$ cat config.mk
export PLATFORM = sky130hd
export DESIGN_NAME = uart_rx
export DESIGN_NICKNAME = d
export VERILOG_FILES = /design/src/rtl/uart_pkg.sv /design/src/rtl/sync_2ff.sv /design/src/rtl/uart_rx.sv
export SDC_FILE = /design/constraint.sdc
export NUM_CORES = 1
export LEC_CHECK = 0
export CORE_AREA = 2 2 52 54
export CTS_CLUSTER_SIZE = 12
export DETAILED_ROUTE_END_ITERATION = 7
export DIE_AREA = 0 0 54 56
export PLACE_DENSITY_LB_ADDON = 0.08
export SYNTH_ARGS = -nofsm -noshare
export SYNTH_HDL_FRONTEND = slang
export SYNTH_SLANG_ARGS = --single-unit
$ cat constraint.sdc
create_clock -name clock_i -period 3.3 [get_ports clock_i]
set_input_delay 0.66 -clock clock_i [delete_from_list [all_inputs] [get_ports clock_i]]
set_output_delay 0.66 -clock clock_i [all_outputs]
set_load 0.01 [all_outputs]
$ cat src/rtl/uart_pkg.sv
// Shared UART definitions: receiver/transmitter state encoding and data width.
package uart_pkg;

    localparam int DATA_W = 8;

    typedef enum logic [2:0] {
        IDLE      = 3'd0,
        START     = 3'd1,
        DATA      = 3'd2,
        PARITY    = 3'd3,
        STOP      = 3'd4,
        WAIT_HIGH = 3'd5
    } uart_state_e;

endpackage

$ cat src/rtl/sync_2ff.sv
// Single-bit two-flop synchroniser for asynchronous pins; reset value is a parameter
// so idle-high lines do not show a false edge coming out of reset.
module sync_2ff #(
    parameter logic RESET_VAL = 1'b1
) (
    input  logic clock_i,
    input  logic reset_n_i,
    input  logic d_i,
    output logic q_o
);

    logic meta_q;
    logic sync_q;

    // Two back-to-back flops give the first one a full cycle to resolve.
    always_ff @(posedge clock_i or negedge reset_n_i) begin
        if (!reset_n_i) begin
            meta_q <= RESET_VAL;
            sync_q <= RESET_VAL;
        end else begin
            meta_q <= d_i;
            sync_q <= meta_q;
        end
    end

    assign q_o = sync_q;

endmodule

$ cat src/rtl/uart_rx.sv
// 8N1 UART receiver with mid-bit sampling, one-cycle valid / error strobes.
// Build option: define UART_RX_PARITY_EN to add a parity bit between data and stop
// (sense chosen by PARITY_ODD); without it parity_err_o is tied low.
//
// state     | meaning
// ----------+--------------------------------------------------------------
// IDLE      | line high, waiting for a falling edge on rx_s
// START     | counting to mid start bit; still low -> DATA, else glitch
// DATA      | sampling 8 data bits LSB-first, one per bit period
// PARITY    | sampling the parity bit (UART_RX_PARITY_EN builds only)
// STOP      | sampling the stop bit at mid-bit; deliver byte or flag error
// WAIT_HIGH | after a framing error, hold off until the line returns high
module uart_rx
    import uart_pkg::*;
#(
    parameter int CLOCKS_PER_BAUD = 4,
    parameter int PARITY_ODD      = 0
) (
    input  logic              clock_i,
    input  logic              reset_n_i,
    input  logic              rx_i,
    output logic [DATA_W-1:0] data_o,
    output logic              valid_o,
    output logic              frame_err_o,
    output logic              parity_err_o,
    output logic              busy_o
);

    localparam int CNT_W = $clog2(CLOCKS_PER_BAUD) + 1;
    localparam logic [CNT_W-1:0] HALF = CNT_W'((CLOCKS_PER_BAUD - 1) / 2);
    localparam logic [CNT_W-1:0] FULL = CNT_W'(CLOCKS_PER_BAUD - 1);
    localparam logic [CNT_W-1:0] ONE  = CNT_W'(1);

    if (CLOCKS_PER_BAUD < 2 || (PARITY_ODD != 0 && PARITY_ODD != 1)) begin : g_param_check
        $error("uart_rx: CLOCKS_PER_BAUD must be >= 2 and PARITY_ODD must be 0 or 1");
    end

    logic              rx_s;
    uart_state_e       state_q, state_d;
    logic [CNT_W-1:0]  cnt_q, cnt_d;
    logic [2:0]        bit_q, bit_d;
    logic [DATA_W-1:0] shift_q, shift_d;
    logic [DATA_W-1:0] data_q, data_d;
    logic              valid_q, valid_d;
    logic              ferr_q, ferr_d;
    logic              perr_q, perr_d;
`ifdef UART_RX_PARITY_EN
    localparam logic PAR_SENSE = (PARITY_ODD != 0);
    logic              par_bad_q, par_bad_d;
`endif

    sync_2ff #(.RESET_VAL(1'b1)) u_sync_rx (
        .clock_i   (clock_i),
        .reset_n_i (reset_n_i),
        .d_i       (rx_i),
        .q_o       (rx_s)
    );

    // State, timer, shifter and registered output strobes.
    always_ff @(posedge clock_i or negedge reset_n_i) begin
        if (!reset_n_i) begin
            state_q   <= IDLE;
            cnt_q     <= '0;
            bit_q     <= '0;
            shift_q   <= '0;
            data_q    <= '0;
            valid_q   <= 1'b0;
            ferr_q    <= 1'b0;
            perr_q    <= 1'b0;
`ifdef UART_RX_PARITY_EN
            par_bad_q <= 1'b0;
`endif
        end else begin
            state_q   <= state_d;
            cnt_q     <= cnt_d;
            bit_q     <= bit_d;
            shift_q   <= shift_d;
            data_q    <= data_d;
            valid_q   <= valid_d;
            ferr_q    <= ferr_d;
            perr_q    <= perr_d;
`ifdef UART_RX_PARITY_EN
            par_bad_q <= par_bad_d;
`endif
        end
    end

    // Next-state logic; the bit timer is a down-counter acting on terminal count 0.
    always_comb begin
        state_d   = state_q;
        cnt_d     = cnt_q;
        bit_d     = bit_q;
        shift_d   = shift_q;
        data_d    = data_q;
        valid_d   = 1'b0;
        ferr_d    = 1'b0;
        perr_d    = 1'b0;
`ifdef UART_RX_PARITY_EN
        par_bad_d = par_bad_q;
`endif
        case (state_q)
            IDLE: begin
                if (!rx_s) begin
                    cnt_d   = HALF;
                    state_d = START;
                end
            end
            START: begin
                if (cnt_q != '0) begin
                    cnt_d = cnt_q - ONE;
                end else if (!rx_s) begin
                    cnt_d   = FULL;
                    bit_d   = '0;
                    state_d = DATA;
                end else begin
                    state_d = IDLE;
                end
            end
            DATA: begin
                if (cnt_q != '0) begin
                    cnt_d = cnt_q - ONE;
                end else begin
                    shift_d = {rx_s, shift_q[DATA_W-1:1]};
                    cnt_d   = FULL;
                    bit_d   = bit_q + 3'd1;
                    if (bit_q == 3'd7) begin
`ifdef UART_RX_PARITY_EN
                        state_d = PARITY;
`else
                        state_d = STOP;
`endif
                    end
                end
            end
`ifdef UART_RX_PARITY_EN
            PARITY: begin
                if (cnt_q != '0) begin
                    cnt_d = cnt_q - ONE;
                end else begin
                    par_bad_d = (rx_s != ((^shift_q) ^ PAR_SENSE));
                    cnt_d     = FULL;
                    state_d   = STOP;
                end
            end
`endif
            STOP: begin
                if (cnt_q != '0) begin
                    cnt_d = cnt_q - ONE;
                end else if (rx_s) begin
                    // Leave at mid stop bit so a back-to-back start edge is caught.
                    state_d = IDLE;
`ifdef UART_RX_PARITY_EN
                    if (par_bad_q) begin
                        perr_d = 1'b1;
                    end else begin
                        valid_d = 1'b1;
                        data_d  = shift_q;
                    end
`else
                    valid_d = 1'b1;
                    data_d  = shift_q;
`endif
                end else begin
                    // A bad stop bit outranks any parity result.
                    ferr_d  = 1'b1;
                    state_d = WAIT_HIGH;
                end
            end
            WAIT_HIGH: begin
                if (rx_s) begin
                    state_d = IDLE;
                end
            end
            default: begin
                state_d = IDLE;
            end
        endcase
    end

    assign data_o       = data_q;
    assign valid_o      = valid_q;
    assign frame_err_o  = ferr_q;
    assign parity_err_o = perr_q;
    assign busy_o       = (state_q != IDLE);

endmodule

==> metrics.txt, run 1 <==
outcome finished clean; Iteration-0 DRC Markers 21; synthesized area per cell 12.2 sq um; share of cells above drive strength 1 20.5%; vias in the first global route 829; achievable frequency 415 MHz; Die Wd 54 um; cts hold-fix bufs 0; Starting Density 56.0%; P per Cell Area 678 nW/um^2; WL met1 1080 um; Synth top area share 49.6%; Highest Signal Layer met4; flops & latches, synth 29; synth top area cells dfrtp_1 (50%), mux2_2 (12%), dfstp_2 (3.9%); RR Endpoint cnt_q[1]; Clock Pin Slew Worst Setup and Hold Paths 0.07 ns; Setup crit end kind output port; sequential share of the synthesized area 53.4%; Critical Path Fanout Max 16; most instantiated cells after synthesis dfrtp_1 (27), mux2_2 (14), nor2b_1 (8), o21ai_0 (6); Synth Warn # 0; Post-synth EDFFs 0; routed length on met2 1020 um; most numerous cell in the Yosys netlist dfrtp_1; FF-to-FF setup slack 1.13 ns; worst min path class reg2reg; clk buf depth 2; io pins 15; via count 897; largest net degree at the start of global routing 30; Hold Path End u_sync_rx.q_o; Clk Latency, worst-skew pair 0.32 ns; Synth Net Count 119; Reg2Reg Launch Point cnt_q[0]; total grt overflow 0; leading area contributor after synthesis dfrtp_1; htree depth 2; MaxCap Viol Count 0; Routability Congestion 0.718; global-route wire length before repair 3860 um; total CTS buffers 5; final wirelength 2280 um; PortBufs 13; total routing usage reported by global routing 17.9%; Mapped Area 1360 sq um; critical setup path kind reg2out; hold path startpoint u_sync_rx.meta_q; post-DR vias/cell 5.71; CTS tree done; period utilization 73.1%; Netlist cell types 33; Leakage 0.719 nW; area of the die 3020 sq um; hold path depth 0; Slew headroom 57.2%; DRC 0; overall power 1.06 mW; final slew viol count 0; Final HPWL DP 1550 um; ant diodes 0; Setup Skew 0.00626 ns; Critical Path RT 2.64 ns; FILL cells 200; TNS Setup 0 ns; nets 134; RSZ-0062 raised after global routing no; Detail Route Antenna Nets 0; worst vdd ir 0.586 mV; DR WL/cell 14.5 um; clk root buf clkbuf_4; data arrival time of the worst path 1.75 ns; # resized after CTS 0; fin crit period 2.41 ns; Final Hold Fails 0; Routed met3 length 120 um; ys flop type dfrtp_1; worst slew pin tran 0.638 ns; DRT Pass-1 Iters 4; Syn Inst Count 112; initial antenna violation count 0; row count 18; ys async rst share 100%; Worst R2R Path Depth 6; CP Launch Type flip-flop; synth-to-layout area growth 14.6%; Die H 56 um; Core Area 2430 sq um; Post-CTS Setup Inserts 0; Setup-failing EPs final 0; Clock Sinks 29
==> power by group <==
group / total (mW) / internal, mW / leakage (nW) / switching (mW)
registers: 0.491 / 0.412 / 0.388 / 0.0783
clock network: 0.208 / 0.100 / 0.0314 / 0.108
logic: 0.360 / 0.178 / 0.300 / 0.182
total: 1.06 / 0.691 / 0.719 / 0.368
==> placed cells by master (no fill, tap or decap), types with 2 or more instances in the layout <==
cell / count
o32ai_1: 2
dfrtp_1: 27
mux2_2: 14
buf_4: 2
clkbuf_4: 5
inv_1: 5
nand2_1: 4
ha_1: 4
a32o_1: 3
nor2b_1: 8
nor3b_1: 4
dfstp_2: 2
mux2_1: 3
nand2b_1: 2
nor2_1: 2
a21oi_1: 5
o21ai_0: 6
clkdlybuf4s50_1: 13
==> layout make-up <==
type | instances | area, sq um | share of cell area (%)
Timing Repair Buffer | 15 | 145 | 9.29
Inverter | 5 | 18.8 | 1.20
Multi-Input combinational cell | 71 | 577 | 36.9
Clock buffer | 7 | 55.1 | 3.53
Sequential cell | 29 | 728 | 46.6
Tap cell | 30 | 37.5 | 2.40
==> logic make-up (layout without fill, tap and decap cells) <==
family	after synthesis	in the layout	synth area share (%)
xor gates and xnor gates	1	1	0.643
buffers and inverters	12	27	4.22
and+or+nand+nor	24	24	11.4
adders and majority gates	4	4	3.67
DFF	29	29	53.4
other	1	1	0.275
AOI/OAI and AO/OA	24	24	12.3
muxes	17	17	14.0
==> worst max-delay path: stages, from the launching register on <==
cell and delay [ns]:
dfrtp_1 0.54, or3_1 0.42, clkdlybuf4s50_1 0.48
==> state kept, by name, summed over array words and instances, names as in the netlist <==
register	flops
data_o	8
shift_q	8
bit_q	3
cnt_q	3
state_q	3
frame_err_o	1
u_sync_rx.meta_q	1
u_sync_rx.q_o	1
valid_o	1
==> how the worst max path moves through the flow <==
stage / end / slack [ns] / cells past startpoint / startpoint
after CTS: busy_o / 0.87 / 2 / state_q[2]
final: busy_o / 0.89 / 2 / state_q[2]
after floorplan: cnt_q[1] / 1.55 / 7 / cnt_q[0]
after detailed placement: cnt_q[1] / 1.20 / 6 / cnt_q[0]
after global routing: busy_o / 0.79 / 2 / state_q[0]
after global placement: cnt_q[2] / 1.24 / 6 / cnt_q[0]
==> stage by stage <==
step | hold WS, ns | utilization [%] | cells | instance area (sq um) | setup WS, ns
after floorplan | 0.345 | - | 112 | 1360 | 1.55
after global placement | 0.350 | 61.9 | 150 | 1510 | 1.24
after detailed placement | 0.349 | 61.9 | 150 | 1510 | 1.20
after CTS | 0.366 | 64.2 | 157 | 1560 | 0.874
after global routing | 0.370 | 64.2 | 157 | 1560 | 0.785
final | 0.363 | 64.2 | 157 | 1560 | 0.888
==> per-layer routing <==
layer  global-route usage [%]  vias up
met5                        0        -
met4                     7.50        0
met3                     8.06        7
met2                     25.1       23
met1                     23.8      433
li1                         -      434
No activity file was read; power rests on OpenSTA's default activity.
==> inputs of run 2 (changes only) <==
- CORE_AREA: 2 2 52 54 -> 2 2 54 56
- DIE_AREA: 0 0 54 56 -> 0 0 56 58
- clock period: 3.3 -> 2.4 ns (I/O delays scaled with it)
==> metrics.txt, run 2 (synthesis gave the netlist of run 1 again) <==
data arrival time of the worst path 1.70 ns (was 1.75 ns); share of cells above drive strength 1 24.1% (was 20.5%); Slowest-stage cell, CP dfrtp_1 (unchanged); Critical Path Fanout Max 14 (was 16); Post-Place Cell Area 1550 sq um (was 1510 sq um); Setup-failing EPs final 0 (unchanged); critical setup path kind reg2out (unchanged); Levels on crit path 2 (unchanged); achievable frequency 458 MHz; final slew viol count 0 (unchanged); overall power 1.61 mW (was 1.06 mW); Die H 58 um (was 56 um); DRT Pass-1 Iters 4 (unchanged); RSZ-0062 raised after global routing no (unchanged); met3 Usage GRT 6.25% (was 8.06%); TNS Setup 0 ns (unchanged); Detail Route Antenna Nets 0 (unchanged); period utilization 90.9%; Clock Pin Slew Worst Setup and Hold Paths 0.08 ns (was 0.07 ns); Critical Path RT 1.92 ns (was 2.64 ns); DRC 0 (unchanged); P_sw 0.519 mW (was 0.368 mW); Reg2Reg Launch Point cnt_q[0] (unchanged); hold path startpoint u_sync_rx.meta_q (unchanged); area of the die 3250 sq um (was 3020 sq um); htree depth 2 (unchanged); clk buf depth 2 (unchanged); Leakage 0.759 nW (was 0.719 nW); hold_ws 0.358 ns (was 0.363 ns); initial antenna violation count 0 (unchanged); Logic pwr share 35.0% (was 34.0%); Routability Congestion 0.803 (was 0.718); post-DR vias/cell 5.46 (was 5.71); nets 139 (was 134); fin crit period 2.18 ns; GRT busiest layer met2 (unchanged); row count 19 (was 18); Setup Skew 0.00862 ns (was 0.00626 ns); GR Layer Usage met2 25.0% (was 25.1%); ant diodes 0 (unchanged); Sw Ratio 32.1% (was 34.7%); Core Area 2660 sq um (was 2430 sq um); Clock Power Share 25.4% (was 19.7%); io pins 15 (unchanged); sequential share of power 39.6% (was 46.4%); outcome finished clean (unchanged); met1 usage 22.6% (was 23.8%); Die Wd 56 um (was 54 um); worst min path class reg2reg (unchanged); CP Launch Type flip-flop (unchanged); Clock Sinks 29 (unchanged); RR Endpoint data_o[2] (was cnt_q[1]); Clk Latency, worst-skew pair 0.33 ns (was 0.32 ns); Iteration-0 DRC Markers 22 (was 21); DR WL/cell 14.2 um (was 14.5 um); Starting Density 51.2% (was 56.0%); global-route wire length before repair 4110 um (was 3860 um); total grt overflow 0 (unchanged); most frequent cells in the layout dfrtp_1 (27), mux2_2 (14), clkdlybuf4s50_1 (13) (unchanged); final wirelength 2330 um (was 2280 um); Cell Chain, Critical Path or3_1 > clkdlybuf4s50_1 (unchanged); Final Hold Fails 0 (unchanged); worst vdd ir 0.610 mV (was 0.586 mV); most common cell after layout, fill and taps aside dfrtp_1 (unchanged); total CTS buffers 5 (unchanged); CP bufs+invs 1 (unchanged); FF-to-FF setup slack 0.61 ns (was 1.13 ns); CTS tree done (unchanged); CP peak stage delay 0.51 ns (was 0.54 ns); pre-CTS setup slack 0.574 ns (was 1.20 ns); final instance area 1630 sq um (was 1560 sq um); Setup crit end kind output port (unchanged); Post-CTS Setup Inserts 0 (unchanged); Worst R2R Path Depth 7 (was 6); largest net degree at the start of global routing 30 (unchanged); Worst setup startpoint state_q[1] (was state_q[2]); Critical path destination busy_o (unchanged); via count 895 (was 897); vias in the first global route 857 (was 829); MaxCap Viol Count 0 (unchanged); delay-heaviest family, CP flip-flops (unchanged); clk root buf clkbuf_4 (unchanged); # resized after CTS 0 (unchanged); Final HPWL DP 1600 um (was 1550 um); total routing usage reported by global routing 17.1% (was 17.9%); synth-to-layout area growth 19.7% (was 14.6%); Cell Int Power 1.10 mW (was 0.691 mW); PortBufs 13 (unchanged); P per Cell Area 990 nW/um^2 (was 678 nW/um^2); smallest setup slack after layout 0.218 ns (was 0.888 ns); cts hold-fix bufs 0 (unchanged)
[run 2: power by group through the flow]
stage	clock, mW	sequential [mW]	combinational (mW)
final	0.409	0.639	0.566
after CTS	0.425	0.639	0.570
after global routing	0.445	0.653	0.643
after floorplan	0	0.618	0.459
after global placement	0	0.643	0.548
after detailed placement	0	0.649	0.566
[run 2: how the worst min path moves through the flow]
| stage | endpoint | cells after the start |
|---|---|---|
| after floorplan | bit_q[0] | 0 |
| after global placement | u_sync_rx.q_o | 0 |
| after detailed placement | u_sync_rx.q_o | 0 |
| after CTS | u_sync_rx.q_o | 0 |
| after global routing | u_sync_rx.q_o | 0 |
| final | u_sync_rx.q_o | 0 |
[run 2: layout make-up]
cell class                 instances  area [sq um]
clock buffer                       7          55.1
clock inverter                     1          30.0
fill                             238          1030
inverter                           5          18.8
multi-input combinational         71           577
sequential                        29           728
tap                               31          38.8
timing repair buffer              20           183
[run 2: per-stage QoR]
stage,std cells,util (%)
2_1_floorplan,112,-
3_3_place_gp,156,58.0
3_5_place_dp,156,58.0
4_1_cts,164,61.2
5_1_grt,164,61.2
6_report,164,61.2
[run 2: layer usage]
layer	wire length (um)	vias up
met3	96	7
li1	-	439
met5	0	-
met1	1090	435
met2	1080	14
met4	52	0
